[src/rtl/ycbcr444_to_422.sv]
// YCbCr 4:4:4 to 4:2:2 converter for a vid_io stream.
// Data and timing leave through two register stages, so the latency is a fixed 2 clk.
module ycbcr444_to_422 #(
    parameter logic CB_FIRST  = 1'b1,
    parameter logic FILTER_EN = 1'b1
) (
    input  logic        clk,
    input  logic        resetn,
    input  logic        vid_io_in_active_video,
    input  logic [23:0] vid_io_in_data,
    input  logic        vid_io_in_field,
    input  logic        vid_io_in_hblank,
    input  logic        vid_io_in_hsync,
    input  logic        vid_io_in_vblank,
    input  logic        vid_io_in_vsync,
    input  logic        bypass,
    input  logic        odd_clr,
    output logic        vid_io_out_active_video,
    output logic [23:0] vid_io_out_data,
    output logic        vid_io_out_field,
    output logic        vid_io_out_hblank,
    output logic        vid_io_out_hsync,
    output logic        vid_io_out_vblank,
    output logic        vid_io_out_vsync,
    output logic        bypass_active,
    output logic        odd_line_err
);

    function automatic logic [7:0] avg_round(input logic [7:0] a, input logic [7:0] b);
        logic [8:0] sum;
        sum = {1'b0, a} + {1'b0, b} + 9'd1;
        return sum[8:1];
    endfunction

    logic        vld_p1;
    logic        odd_p1;
    logic [23:0] data_p1;
    logic        field_p1, hblank_p1, hsync_p1, vblank_p1, vsync_p1;
    logic [7:0]  c_hold;

    logic        cur_odd, partner, last_even, vsync_rise;
    logic [7:0]  cb_e, cr_e, cb_o, cr_o;
    logic [7:0]  avg_cb, avg_cr, c_first, c_second, c_own, c_sel;
    logic [23:0] data_nxt;

    always_comb begin
        // The input pixel continues the line only if stage 1 holds an active pixel.
        cur_odd    = vld_p1 ? ~odd_p1 : 1'b0;
        partner    = vld_p1 & ~odd_p1 & vid_io_in_active_video;
        last_even  = vld_p1 & ~odd_p1 & ~vid_io_in_active_video;
        vsync_rise = vid_io_in_vsync & ~vsync_p1;

        cb_e = data_p1[15:8];
        cr_e = data_p1[23:16];
        cb_o = vid_io_in_data[15:8];
        cr_o = vid_io_in_data[23:16];

        avg_cb   = FILTER_EN ? avg_round(cb_e, cb_o) : cb_e;
        avg_cr   = FILTER_EN ? avg_round(cr_e, cr_o) : cr_e;
        c_first  = CB_FIRST ? avg_cb : avg_cr;
        c_second = CB_FIRST ? avg_cr : avg_cb;
        c_own    = CB_FIRST ? cb_e : cr_e;

        if (odd_p1)
            c_sel = c_hold;
        else if (partner)
            c_sel = c_first;
        else
            c_sel = c_own;

        if (!vld_p1)
            data_nxt = '0;
        else if (bypass_active)
            data_nxt = data_p1;
        else
            data_nxt = {8'h00, c_sel, data_p1[7:0]};
    end

    // Stage 1: capture the input pixel, its timing and its phase within the line
    always_ff @(posedge clk or negedge resetn) begin
        if (!resetn) begin
            vld_p1    <= 1'b0;
            odd_p1    <= 1'b0;
            data_p1   <= '0;
            field_p1  <= 1'b0;
            hblank_p1 <= 1'b0;
            hsync_p1  <= 1'b0;
            vblank_p1 <= 1'b0;
            vsync_p1  <= 1'b0;
        end else begin
            vld_p1    <= vid_io_in_active_video;
            odd_p1    <= vid_io_in_active_video ? cur_odd : 1'b0;
            data_p1   <= vid_io_in_data;
            field_p1  <= vid_io_in_field;
            hblank_p1 <= vid_io_in_hblank;
            hsync_p1  <= vid_io_in_hsync;
            vblank_p1 <= vid_io_in_vblank;
            vsync_p1  <= vid_io_in_vsync;
        end
    end

    // Stage 2: output register, chroma hold for the odd pixel, mode and error flag
    always_ff @(posedge clk or negedge resetn) begin
        if (!resetn) begin
            vid_io_out_active_video <= 1'b0;
            vid_io_out_data         <= '0;
            vid_io_out_field        <= 1'b0;
            vid_io_out_hblank       <= 1'b0;
            vid_io_out_hsync        <= 1'b0;
            vid_io_out_vblank       <= 1'b0;
            vid_io_out_vsync        <= 1'b0;
            c_hold                  <= '0;
            bypass_active           <= 1'b0;
            odd_line_err            <= 1'b0;
        end else begin
            vid_io_out_active_video <= vld_p1;
            vid_io_out_data         <= data_nxt;
            vid_io_out_field        <= field_p1;
            vid_io_out_hblank       <= hblank_p1;
            vid_io_out_hsync        <= hsync_p1;
            vid_io_out_vblank       <= vblank_p1;
            vid_io_out_vsync        <= vsync_p1;
            if (partner)
                c_hold <= c_second;
            if (vsync_rise)
                bypass_active <= bypass;
            if (odd_clr)
                odd_line_err <= 1'b0;
            else if (last_even)
                odd_line_err <= 1'b1;
        end
    end

endmodule

[config.mk]
export PLATFORM = sky130hd
export DESIGN_NAME = ycbcr444_to_422
export DESIGN_NICKNAME = d
export VERILOG_FILES = /design/src/rtl/ycbcr444_to_422.sv
export SDC_FILE = /design/constraint.sdc
export NUM_CORES = 1
export LEC_CHECK = 0
export ABC_AREA = 1
export CORE_MARGIN = 2
export CORE_UTILIZATION = 35
export DETAILED_ROUTE_END_ITERATION = 10
export SETUP_SLACK_MARGIN = 0.1
export SKIP_LAST_GASP = 1
export SYNTH_ARGS = -nofsm -noshare
export SYNTH_HDL_FRONTEND = slang
export SYNTH_SLANG_ARGS = --single-unit
[constraint.sdc]
create_clock -name clk -period 2.7 [get_ports clk]
set_input_delay 0.54 -clock clk [delete_from_list [all_inputs] [get_ports clk]]
set_output_delay 0.54 -clock clk [all_outputs]
set_load 0.02 [all_outputs]
Word level (Yosys, flattened, before mapping)
Cells that the tools add are included.
{"block": "word_totals", "regBits": 71}
{"block": "classes", "n_reduce_logical": 1, "addsub": 4, "mux": 8, "n_bitwise": 7}
{"op": "$mux W24", "n": 2}
{"op": "$add A8 B8 Y9", "n": 2}
{"op": "$add A9 B1 Y9 const B", "n": 2}
{"op": "$mux W8", "n": 2}
{"op": "$and A1 B1 Y1", "n": 4}
{"op": "$mux W1", "n": 4}
{"op": "$not A1 Y1", "n": 3}
{"op": "$reduce_bool A2 Y1", "n": 1}

Logic depth before layout (Yosys ltp)
{"block": "depth", "ltp_word": 7, "depth_mapped": 12, "ltp_nobuf": 12}

Worst setup path after synthesis
OpenSTA, ideal clock, no wires.
{"block": "synth_path", "path_type": "in2reg", "startpoint": "input vid_io_in_data[16]", "endpoint": "register c_hold[7]", "arrival_ns": 1.544, "setup_ns": 0.121, "setup_slack_ns": 1.035, "path_stages": 9, "t_required_ns": 2.579, "path_cell_list": "nor2_1 > inv_1 > fa_1 > nand3_1 > nand2_1 > nand4_1 > nand3_1 > nand2_1 > o21ai_1"}
{"block": "synth_between", "elab_chain_len": 2}
{"element": "start, declared", "line": "10", "text": "input logic [23:0] vid_io_in_data,"}
{"element": "$add A8 B8 Y9", "line": "31", "text": "sum = {1'b0, a} + {1'b0, b} + 9'd1;"}
{"element": "$add A9 B1 Y9", "line": "31"}
{"element": "end signal, assigned", "line": "124", "text": "c_hold <= c_second;"}
{"element": "end, declared", "line": "39", "text": "logic [7:0] c_hold;"}
No other way between the ends.
A chain may end at the register's enable or synchronous reset.

Worst setup path after layout
{"block": "layout_path", "startpoint": "register bypass_active", "endpoint": "output bypass_active"}
{"element": "start, declared", "line": "25", "text": "output logic bypass_active,"}
{"element": "start signal, assigned", "line": "126", "text": "bypass_active <= bypass;"}
No word-level cell between the ends.

==> reports/qor.yml <==
sequentialPowerShare: 0.490
htree_num_levels: 3
num_vias: 2195
dieWidth_um: 96.7
critPathBufInv: 1
gp_congestion: 0.839
synth_edf_count: 0
final-hold-violation-count: 0
power.switching_mw: 0.733
drive_gt1_frac: 0.0853
cts_setup_buffers: 0
async_flop_share: 1.00
tightest_slew_ps: 490
cts_root_buf: "clkbuf_8"
dpl_worst_slack_ps: 431
die_h_um: 96.7
via_per_inst: 4.57
whs_ps: 217
post_cts_resize_count: 0
yosys-top-cells-area: "dfrtp_1, nand2_1, ha_1, inv_1, a21oi_1"
worst_slack_ps: 636
numCtsBuffers: 9
grt_pass1_wl_mm: 10.8
hold_buffers: 0
grt_max_degree: 72
fin_cells: 480
worstReg2RegStart: "data_p1[8]"
antenna_left: 0
yosysTopAreaCell: "dfrtp_1"
coreArea_mm2: 0.00826
cts.path.max_buffers: 2
reg2reg_to: "vid_io_out_data[13]"
drv_cap: 0
synth_most_common_cell: "nand2_1"
cts_tree: "done"
first_pass_iters: 4
row_count: 33
drt-total-wl_mm: 6.16
dieArea_mm2: 0.00936
crit_chain: "clkdlybuf4s50_1"
ys_dominant_reg_cell: "dfrtp_1"
rsz0062_at_grt: "false"
start_util: 0.365
io_pins: 66
p_per_area_mw_per_mm2: 616
grt_pass1_vias: 2228
period_needed_ps: 2060
worstHoldPathType: "in -> async"
drc_errors: 0
reg_top3: "data_p1 (24), vid_io_out_data (24), c_hold (8)"
setup_tns_ps: 0
worstSkewPairLatency_ps: 340
max_slew_margin: 0.673
vdd_drop_max_v: 0.000374
min_period_over_period: 0.765
drt-initial-drc-count: 91
cts.sinks: 71
worstRegToRegCells: 11
p_comb_frac: 0.184
p_int_mw: 1.70
crit_family: "buffers and inverters"
final_max_slew_viol_count: 0
path_clk_slew_ps: 90
grt.total_usage: 0.143
path_class: "reg -> out"
syn_nets: 348
synth.avg_cell_area_um2: 10.1
area_growth_pct: 31.3
synth.top_cell.area_share: 0.590
clkPwrFrac: 0.326
overflow: 0
swShare: 0.301
status: "complete, no violations"
dpl.hpwl_mm: 4.42
worst_setup_path_start_kind: "flop"
required_ps: 2160
port_buffers: 65
regToRegSetupSlack_ps: 1000
antenna_found_initial: 0
crit_slowest_cell: "clkdlybuf4s50_1"
placed_cells: 464
clock_skew_ps: 11.2
yosysSeqAreaShare: 0.590
nNetsFinal: 420
ys_seq_elements: 71
end_kind: "primary output"
arrival_ps: 1520
fmax_ghz: 0.484
p_leak_nw: 1.95
yosys-top-cells-count: "nand2_1, dfrtp_1, inv_1"
max_stage_delay_ps: 670
ys_types: 32
routedWlPerCell_um: 12.8
num_antenna_cells: 0
setup_viol: 0
netlist_instances: 298
critPathMaxFanout: 5
syn_area_mm2: 0.00301
synth_warnings: 0
## metrics by stage
| stage | cell area (um^2) | power [mW] | utilization |
|---|---|---|---|
| floorplan | 3010 | 1.46 | - |
| global placement | 3760 | 1.66 | 0.456 |
| detailed placement | 3760 | 1.67 | 0.456 |
| CTS | 3950 | 2.48 | 0.478 |
| global route | 3950 | 2.58 | 0.478 |
| finish | 3950 | 2.43 | 0.478 |
## metal layers
layer | share of wire | vias to the layer above | routed length (um) | global-route usage
met3 | 0.053 | 5 | 327 | 0.0462
met1 | 0.46 | 1037 | 2840 | 0.190
met2 | 0.48 | 62 | 2960 | 0.227
met5 | 0 | - | 0 | 0
li1 | - | 1091 | - | -
met4 | 0.0067 | 0 | 41 | 0.0423
## cell usage in the layout (no fill, tap or decap), types with 3 or more instances in the layout
master and count:
nand2_1 74, dfrtp_1 71, clkdlybuf4s50_1 64, inv_1 37, nor2_1 18, a21oi_1 15
ha_1 14, nand3_1 12, o21ai_1 12, clkbuf_8 9, nand4_1 5, xnor2_1 5
nand3b_1 3, o21ai_2 3
## kinds of logic (layout without fill, tap and decap cells)
group / after synthesis / in the layout / synth area share
AND/OR/NAND/NOR: 118 / 118 / 0.173
AO/OA/AOI/OAI: 40 / 40 / 0.0777
adder cells (fa/ha/maj): 16 / 16 / 0.0715
XOR/XNOR: 7 / 7 / 0.0204
flip-flops: 71 / 71 / 0.590
buffers and inverters: 46 / 123 / 0.0673
## cell type report
class	count	area, um^2
well taps	105	131
multi-input cells	181	1030
clock inverters	7	63.8
clock buffers	9	124
fillers	788	4310
flip-flops and latches	71	1780
repair buffers	66	666
inverters	41	159
## power by group through the flow
| stage | combinational, mW | clock (mW) | sequential (mW) |
|---|---|---|---|
| after floorplan | 0.215 | 0 | 1.25 |
| after global placement | 0.446 | 0 | 1.21 |
| after detailed placement | 0.451 | 0 | 1.22 |
| after CTS | 0.454 | 0.831 | 1.19 |
| after global routing | 0.500 | 0.874 | 1.20 |
| final | 0.449 | 0.793 | 1.19 |
## how the worst max path moves through the flow
stage                             startpoint                   to  slack (ps)  cells past startpoint
after floorplan           vid_io_in_data[16]            c_hold[7]        1040                      9
after global placement     vid_io_in_data[8]  vid_io_out_data[13]         490                     12
after detailed placement   vid_io_in_data[8]  vid_io_out_data[13]         430                     12
after CTS                      bypass_active        bypass_active         610                      1
after global routing           bypass_active        bypass_active         560                      1
final                          bypass_active        bypass_active         640                      1
No activity file was read; power rests on OpenSTA's default activity.
